`src/rtl/pipeline_ctrl.sv`:
```
// pipeline_ctrl -- hazard and stall controller for a five-stage pipeline.
//
// Drives the PC write enable and the writeEN/flush pair of each pipeline
// register (IF/ID, ID/EX, EX/MEM, MEM/WB). A register with flush=1 loads a
// bubble; writeEN=0 holds its contents. A small FSM tracks outstanding data
// accesses (DWAIT), the drain that follows a halt reaching MEM (DRAIN), and
// the terminal HALTED state.
//
// Ports:
//   CLK, nRST            clock, asynchronous active-low reset
//   ihit, dhit           instruction fetch / data access complete
//   exmem_dREN/dWEN      load / store currently in MEM
//   idex_MemRead         load currently in EX
//   idex_writeReg[4:0]   EX destination register
//   ifid_rs/rt[4:0]      ID source registers
//   exmem_branch_taken   branch/jump resolved taken in MEM
//   exmem_halt           halt in MEM
//   memwb_halt           halt in WB
//   pc_writeEN           PC update enable
//   *_writeEN, *_flush   per-register advance / bubble controls
//   halt                 registered halt indication
//   stall_cnt[15:0]      saturating count of cycles with the PC frozen
module pipeline_ctrl (
  input  logic        CLK,
  input  logic        nRST,
  input  logic        ihit,
  input  logic        dhit,
  input  logic        exmem_dREN,
  input  logic        exmem_dWEN,
  input  logic        idex_MemRead,
  input  logic [4:0]  idex_writeReg,
  input  logic [4:0]  ifid_rs,
  input  logic [4:0]  ifid_rt,
  input  logic        exmem_branch_taken,
  input  logic        exmem_halt,
  input  logic        memwb_halt,
  output logic        pc_writeEN,
  output logic        ifid_writeEN,
  output logic        ifid_flush,
  output logic        idex_writeEN,
  output logic        idex_flush,
  output logic        exmem_writeEN,
  output logic        exmem_flush,
  output logic        memwb_writeEN,
  output logic        memwb_flush,
  output logic        halt,
  output logic [15:0] stall_cnt
);

  typedef enum logic [1:0] {
    RUN    = 2'd0,
    DWAIT  = 2'd1,
    DRAIN  = 2'd2,
    HALTED = 2'd3
  } state_e;

  state_e      state_q, state_d;
  logic        halt_q, halt_d;
  logic [15:0] stall_cnt_q, stall_cnt_d;

  logic dreq, data_stall, loaduse;
  logic pc_we;
  logic ifid_we, idex_we, exmem_we, memwb_we;
  logic ifid_fl, idex_fl, exmem_fl, memwb_fl;

  assign dreq       = exmem_dREN | exmem_dWEN;
  assign data_stall = dreq & ~dhit;
  // x0 is hardwired, so a load targeting it never creates a real dependency.
  assign loaduse    = idex_MemRead & (idex_writeReg != 5'd0) &
                      ((idex_writeReg == ifid_rs) | (idex_writeReg == ifid_rt));

  // Pipeline-register controls, highest-priority condition first.
  // NOTE: every output is given a default before the if-chain so no path
  // leaves one unassigned, which would otherwise infer a latch.
  always_comb begin
    pc_we    = 1'b1;
    ifid_we  = 1'b1;
    idex_we  = 1'b1;
    exmem_we = 1'b1;
    memwb_we = 1'b1;
    ifid_fl  = 1'b0;
    idex_fl  = 1'b0;
    exmem_fl = 1'b0;
    memwb_fl = 1'b0;

    if (!nRST) begin
      // Hold everything as bubbles while reset is applied.
      pc_we    = 1'b0;
      ifid_we  = 1'b0;
      idex_we  = 1'b0;
      exmem_we = 1'b0;
      memwb_we = 1'b0;
      ifid_fl  = 1'b1;
      idex_fl  = 1'b1;
      exmem_fl = 1'b1;
      memwb_fl = 1'b1;
    end else if (state_q == HALTED) begin
      pc_we    = 1'b0;
      ifid_we  = 1'b0;
      idex_we  = 1'b0;
      exmem_we = 1'b0;
      memwb_we = 1'b0;
    end else if (data_stall) begin
      // Freeze the whole pipe until the data access completes.
      pc_we    = 1'b0;
      ifid_we  = 1'b0;
      idex_we  = 1'b0;
      exmem_we = 1'b0;
      memwb_we = 1'b0;
    end else if (state_q == DRAIN) begin
      // Stop fetching and let the halt and older instructions retire.
      pc_we    = 1'b0;
      ifid_fl  = 1'b1;
      idex_fl  = 1'b1;
    end else if (exmem_branch_taken) begin
      ifid_fl  = 1'b1;
      idex_fl  = 1'b1;
      exmem_fl = 1'b1;
    end else if (loaduse) begin
      pc_we    = 1'b0;
      ifid_we  = 1'b0;
      idex_fl  = 1'b1;
    end else if (!ihit) begin
      pc_we    = 1'b0;
      ifid_fl  = 1'b1;
    end
  end

  // A flushed register must not also be written; flush wins.
  assign pc_writeEN    = pc_we;
  assign ifid_writeEN  = ifid_we  & ~ifid_fl;
  assign idex_writeEN  = idex_we  & ~idex_fl;
  assign exmem_writeEN = exmem_we & ~exmem_fl;
  assign memwb_writeEN = memwb_we & ~memwb_fl;
  assign ifid_flush    = ifid_fl;
  assign idex_flush    = idex_fl;
  assign exmem_flush   = exmem_fl;
  assign memwb_flush   = memwb_fl;

  always_comb begin
    state_d = state_q;
    unique case (state_q)
      RUN: begin
        if (data_stall)      state_d = DWAIT;
        else if (exmem_halt) state_d = DRAIN;
      end
      DWAIT: begin
        if (data_stall)      state_d = DWAIT;
        else if (exmem_halt) state_d = DRAIN;
        else                 state_d = RUN;
      end
      DRAIN:   state_d = DRAIN;
      HALTED:  state_d = HALTED;
      default: state_d = RUN;
    endcase
    // A halt reaching WB ends execution from any state.
    if (memwb_halt) state_d = HALTED;
  end

  assign halt_d = halt_q | memwb_halt;

  always_comb begin
    stall_cnt_d = stall_cnt_q;
    if (!pc_we && (state_q != HALTED) && (stall_cnt_q != 16'hFFFF))
      stall_cnt_d = stall_cnt_q + 16'd1;
  end

  // NOTE: state registers use non-blocking assignments so every flop samples
  // the pre-edge values of the others, independent of statement order.
  always_ff @(posedge CLK or negedge nRST) begin
    if (!nRST) begin
      state_q     <= RUN;
      halt_q      <= 1'b0;
      stall_cnt_q <= 16'd0;
    end else begin
      state_q     <= state_d;
      halt_q      <= halt_d;
      stall_cnt_q <= stall_cnt_d;
    end
  end

  assign halt      = halt_q;
  assign stall_cnt = stall_cnt_q;

endmodule

```
`config.mk`:
```
export PLATFORM = sky130hd
export DESIGN_NAME = pipeline_ctrl
export DESIGN_NICKNAME = d
export VERILOG_FILES = /design/src/rtl/pipeline_ctrl.sv
export SDC_FILE = /design/constraint.sdc
export NUM_CORES = 1
export LEC_CHECK = 0
export BUFFER_PORTS_ARGS = -buffer_cell sky130_fd_sc_hd__buf_2
export CORE_MARGIN = 2
export CORE_UTILIZATION = 40
export DETAILED_ROUTE_END_ITERATION = 16
export PLACE_DENSITY_LB_ADDON = 0.05
export REMOVE_ABC_BUFFERS = 1
export SYNTH_ARGS = -nofsm -noshare
export SYNTH_HDL_FRONTEND = slang
export SYNTH_SLANG_ARGS = --single-unit
export TNS_END_PERCENT = 5
```
`constraint.sdc`:
```
create_clock -name CLK -period 4.5 [get_ports CLK]
set_input_delay 0.225 -clock CLK [delete_from_list [all_inputs] [get_ports CLK]]
set_output_delay 0.225 -clock CLK [all_outputs]
set_load 0.05 [all_outputs]
```
==> run metrics <==
status=finished clean; critical path cell sequence=ha_1, nand3_2, or4_4, o211ai_2, o21a_2, mux2_2; launch point of the worst hold path=exmem_halt; # DRC=0; library cell used as clock root buffer=clkbuf_4; kind of end point of the critical path=register; Slowest-stage cell, CP=or4_4; DRT antenna net count=0; cell depth of the worst flop-to-flop path=6; num rows=19; core area=between 2000 and 3000 um^2; ratio of routed vias to standard cells=~5; Hold/Removal Path Class=in -> reg; start of the worst register-to-register path=stall_cnt[0]; type of the worst setup path=reg -> reg; initial drt markers=30; top-count cell post-synth=xor2_1; cell depth of the worst hold path=2; Synth Instances=120; Critical Path Source=stall_cnt[0]; share of Yosys cell area claimed by the top area cell type=0.418; Final Max Slew Viols=0; number of placed instances, taps included=200; max capacitance violation total=0; number of synthesis warnings=0; Max stage delay on crit path=~570 ps; maximum number of pins on one net before global-route repair=26; total via count in the routed design=slightly above 1000; f_max=between 0.4 and 0.5 GHz; Clk pin slew, worst setup/hold paths=110 ps; relative slew slack=0.661; Inserted Clock Buffers=3; overflow left after global routing=0; number of antenna violations at the first check in global routing=0; worst skew pair latency=between 200 and 300 ps; Leakage=around 0.77 nW; DIE AREA=3290 um^2; end of the worst hold path=state_q[1]; CP startpoint kind=register; post-detailed-routing wire length=~2500 um; WL/cell=~12 um; r2r setup slk=around 2200 ps; setup violators final=0; clock tree buffer depth=2; synthesized flop and latch total=19; number of global-route vias before repair=about 900; net total in the final layout=roughly 200; Setup Skew=5.51 ps; share of layout cells above drive strength 1=0.339; number of primary I/O pins=51; Hold Vio Cnt, Final=0; top cell type by total area after synthesis=dfrtp_1; post-route fraction of the period consumed by the critical path=0.506; arrival time reported for the critical path endpoint=roughly 2500 ps; CTS Sinks=19; netlist area before placement=~1100 um^2; VDD IR max=around 190 uV; port bufs=50; minimum clock period=around 2300 ps; setup repair after global routing missed its margin=no; post-route insts no fill=slightly above 200; share of synthesized registers carrying an async set or reset=1.00; total half-perimeter wirelength after legalization and detailed placement=between 1500 and 2000 um; die span in x=about 57 um; synth cell count leaders=xor2_1 (20), dfrtp_1 (19), nor2_1 (13), nor3_1 (10), nand2_1 (8); Required @ worst endpoint=between 4000 and 5000 ps; routability congestion estimate=approximately 0.81; Detailed Routing Iterations Pass 1=4; synth unique cells=34; pin slew with the least headroom to its limit=roughly 500 ps; power density cells=about 250 nW/um^2; most used flip-flop cell after synthesis=dfrtp_1; sum of negative setup slack=0 ps; fraction of the yosys area taken by sequential cells=0.418; largest fanout on the critical path=12; antenna diode count=0; post-CTS setup buffer count=0; clock tree from TritonCTS=yes; initial core utilization=0.416; Avg Cell Area, Syn=around 9.5 um^2; endpoint of the lowest-slack register-to-register path=stall_cnt[1]; global-route wire length before repair=roughly 3800 um; final core utilization=0.531; Die Ht=about 57 um; deepest level of the CTS H-tree=1; count of flip-flops with a built-in enable after synthesis=0; GRT Total Usage=0.147; post-route worst hold slack=approximately 130 ps; Synth area leaders=dfrtp_1 (42%), xor2_1 (15%), nor3_1 (4.4%), nor2_1 (4.3%), xnor2_1 (3.1%); Area growth syn-to-layout=27.6%
where the power goes:
group	internal, mW	total, mW	switching [mW]
sequential	0.179	0.190	0.0108
clock	0.0345	0.0861	0.0516
combinational	0.0294	0.0923	0.0629
total	0.243	0.368	0.125
critical path, delay by kind of cell, from the launching register on:
family                   cells  cell delay, ps
AND/OR/NAND/NOR              2             700
AO/OA/AOI/OAI                2             460
flip-flops                   1             440
multiplexers                 1             360
adder cells (fa/ha/maj)      1             210
registers in the layout, summed over array words and instances (netlist names):
| name | cells |
|---|---|
| halt | 1 |
| stall_cnt | 16 |
| state_q | 2 |
area by class of cell:
| type | instances | area (um^2) |
|---|---|---|
| sequential | 19 | 475 |
| timing repair buffer | 51 | 260 |
| clock buffer | 4 | 26.3 |
| multi-input combinational | 94 | 629 |
| tap | 31 | 38.8 |
| fill | 264 | 1280 |
| inverter | 6 | 22.5 |
layer usage:
metal,share of wire,up-vias,global-route usage
met2,0.47,33,0.244
met3,0.062,4,0.0249
met4,0.013,0,0.0698
li1,-,524,-
met1,0.46,475,0.187
met5,0,-,0
worst max-delay path by stage:
stage | endpoint | slack (ps) | cells past startpoint
2_1_floorplan | ifid_writeEN | 1540 | 5
3_3_place_gp | stall_cnt[1] | 2320 | 6
3_5_place_dp | stall_cnt[1] | 2240 | 6
4_1_cts | stall_cnt[1] | 2220 | 6
5_1_grt | stall_cnt[1] | 2090 | 6
6_report | stall_cnt[1] | 2220 | 6
kinds of logic (layout without fill, tap and decap cells):
logic type               after synthesis  after routing  synth area share
AO/OA/AOI/OAI                         17             17             0.109
XOR/XNOR                              24             24             0.185
adder cells (fa/ha/maj)                1              1            0.0110
buffers and inverters                  7             61            0.0297
flip-flops                            19             19             0.418
multiplexers                           2              2            0.0198
AND/OR/NAND/NOR                       50             50             0.229
stage by stage:
stage	power [mW]	instance area [um^2]	setup slack [ps]
final	0.368	1450	2220
after global routing	0.388	1450	2090
after CTS	0.373	1450	2220
after detailed placement	0.286	1420	2240
after global placement	0.283	1420	2320
after floorplan	0.251	1130	1540
repair_timing:
action / 4_1_cts / 5_1_grt
resized for setup: 0 / 0
hold endpoints to repair: 19 / 0
hold buffers: 1 / 0
cell usage in the layout, fill, tap and decap left out, types with 2 or more instances in the layout:
cell type,Yosys,routed
a21oi_1,2,2
buf_2,0,50
clkbuf_4,0,3
dfrtp_1,19,19
inv_1,6,6
nand2_1,8,8
nand2b_1,2,2
nand3_1,4,4
nand4_1,3,3
nor2_1,13,13
nor3_1,10,10
o2111ai_1,2,2
o21ai_0,5,5
o21bai_1,2,2
xnor2_1,4,4
xor2_1,20,20
Power figures use the tool's default switching activity.
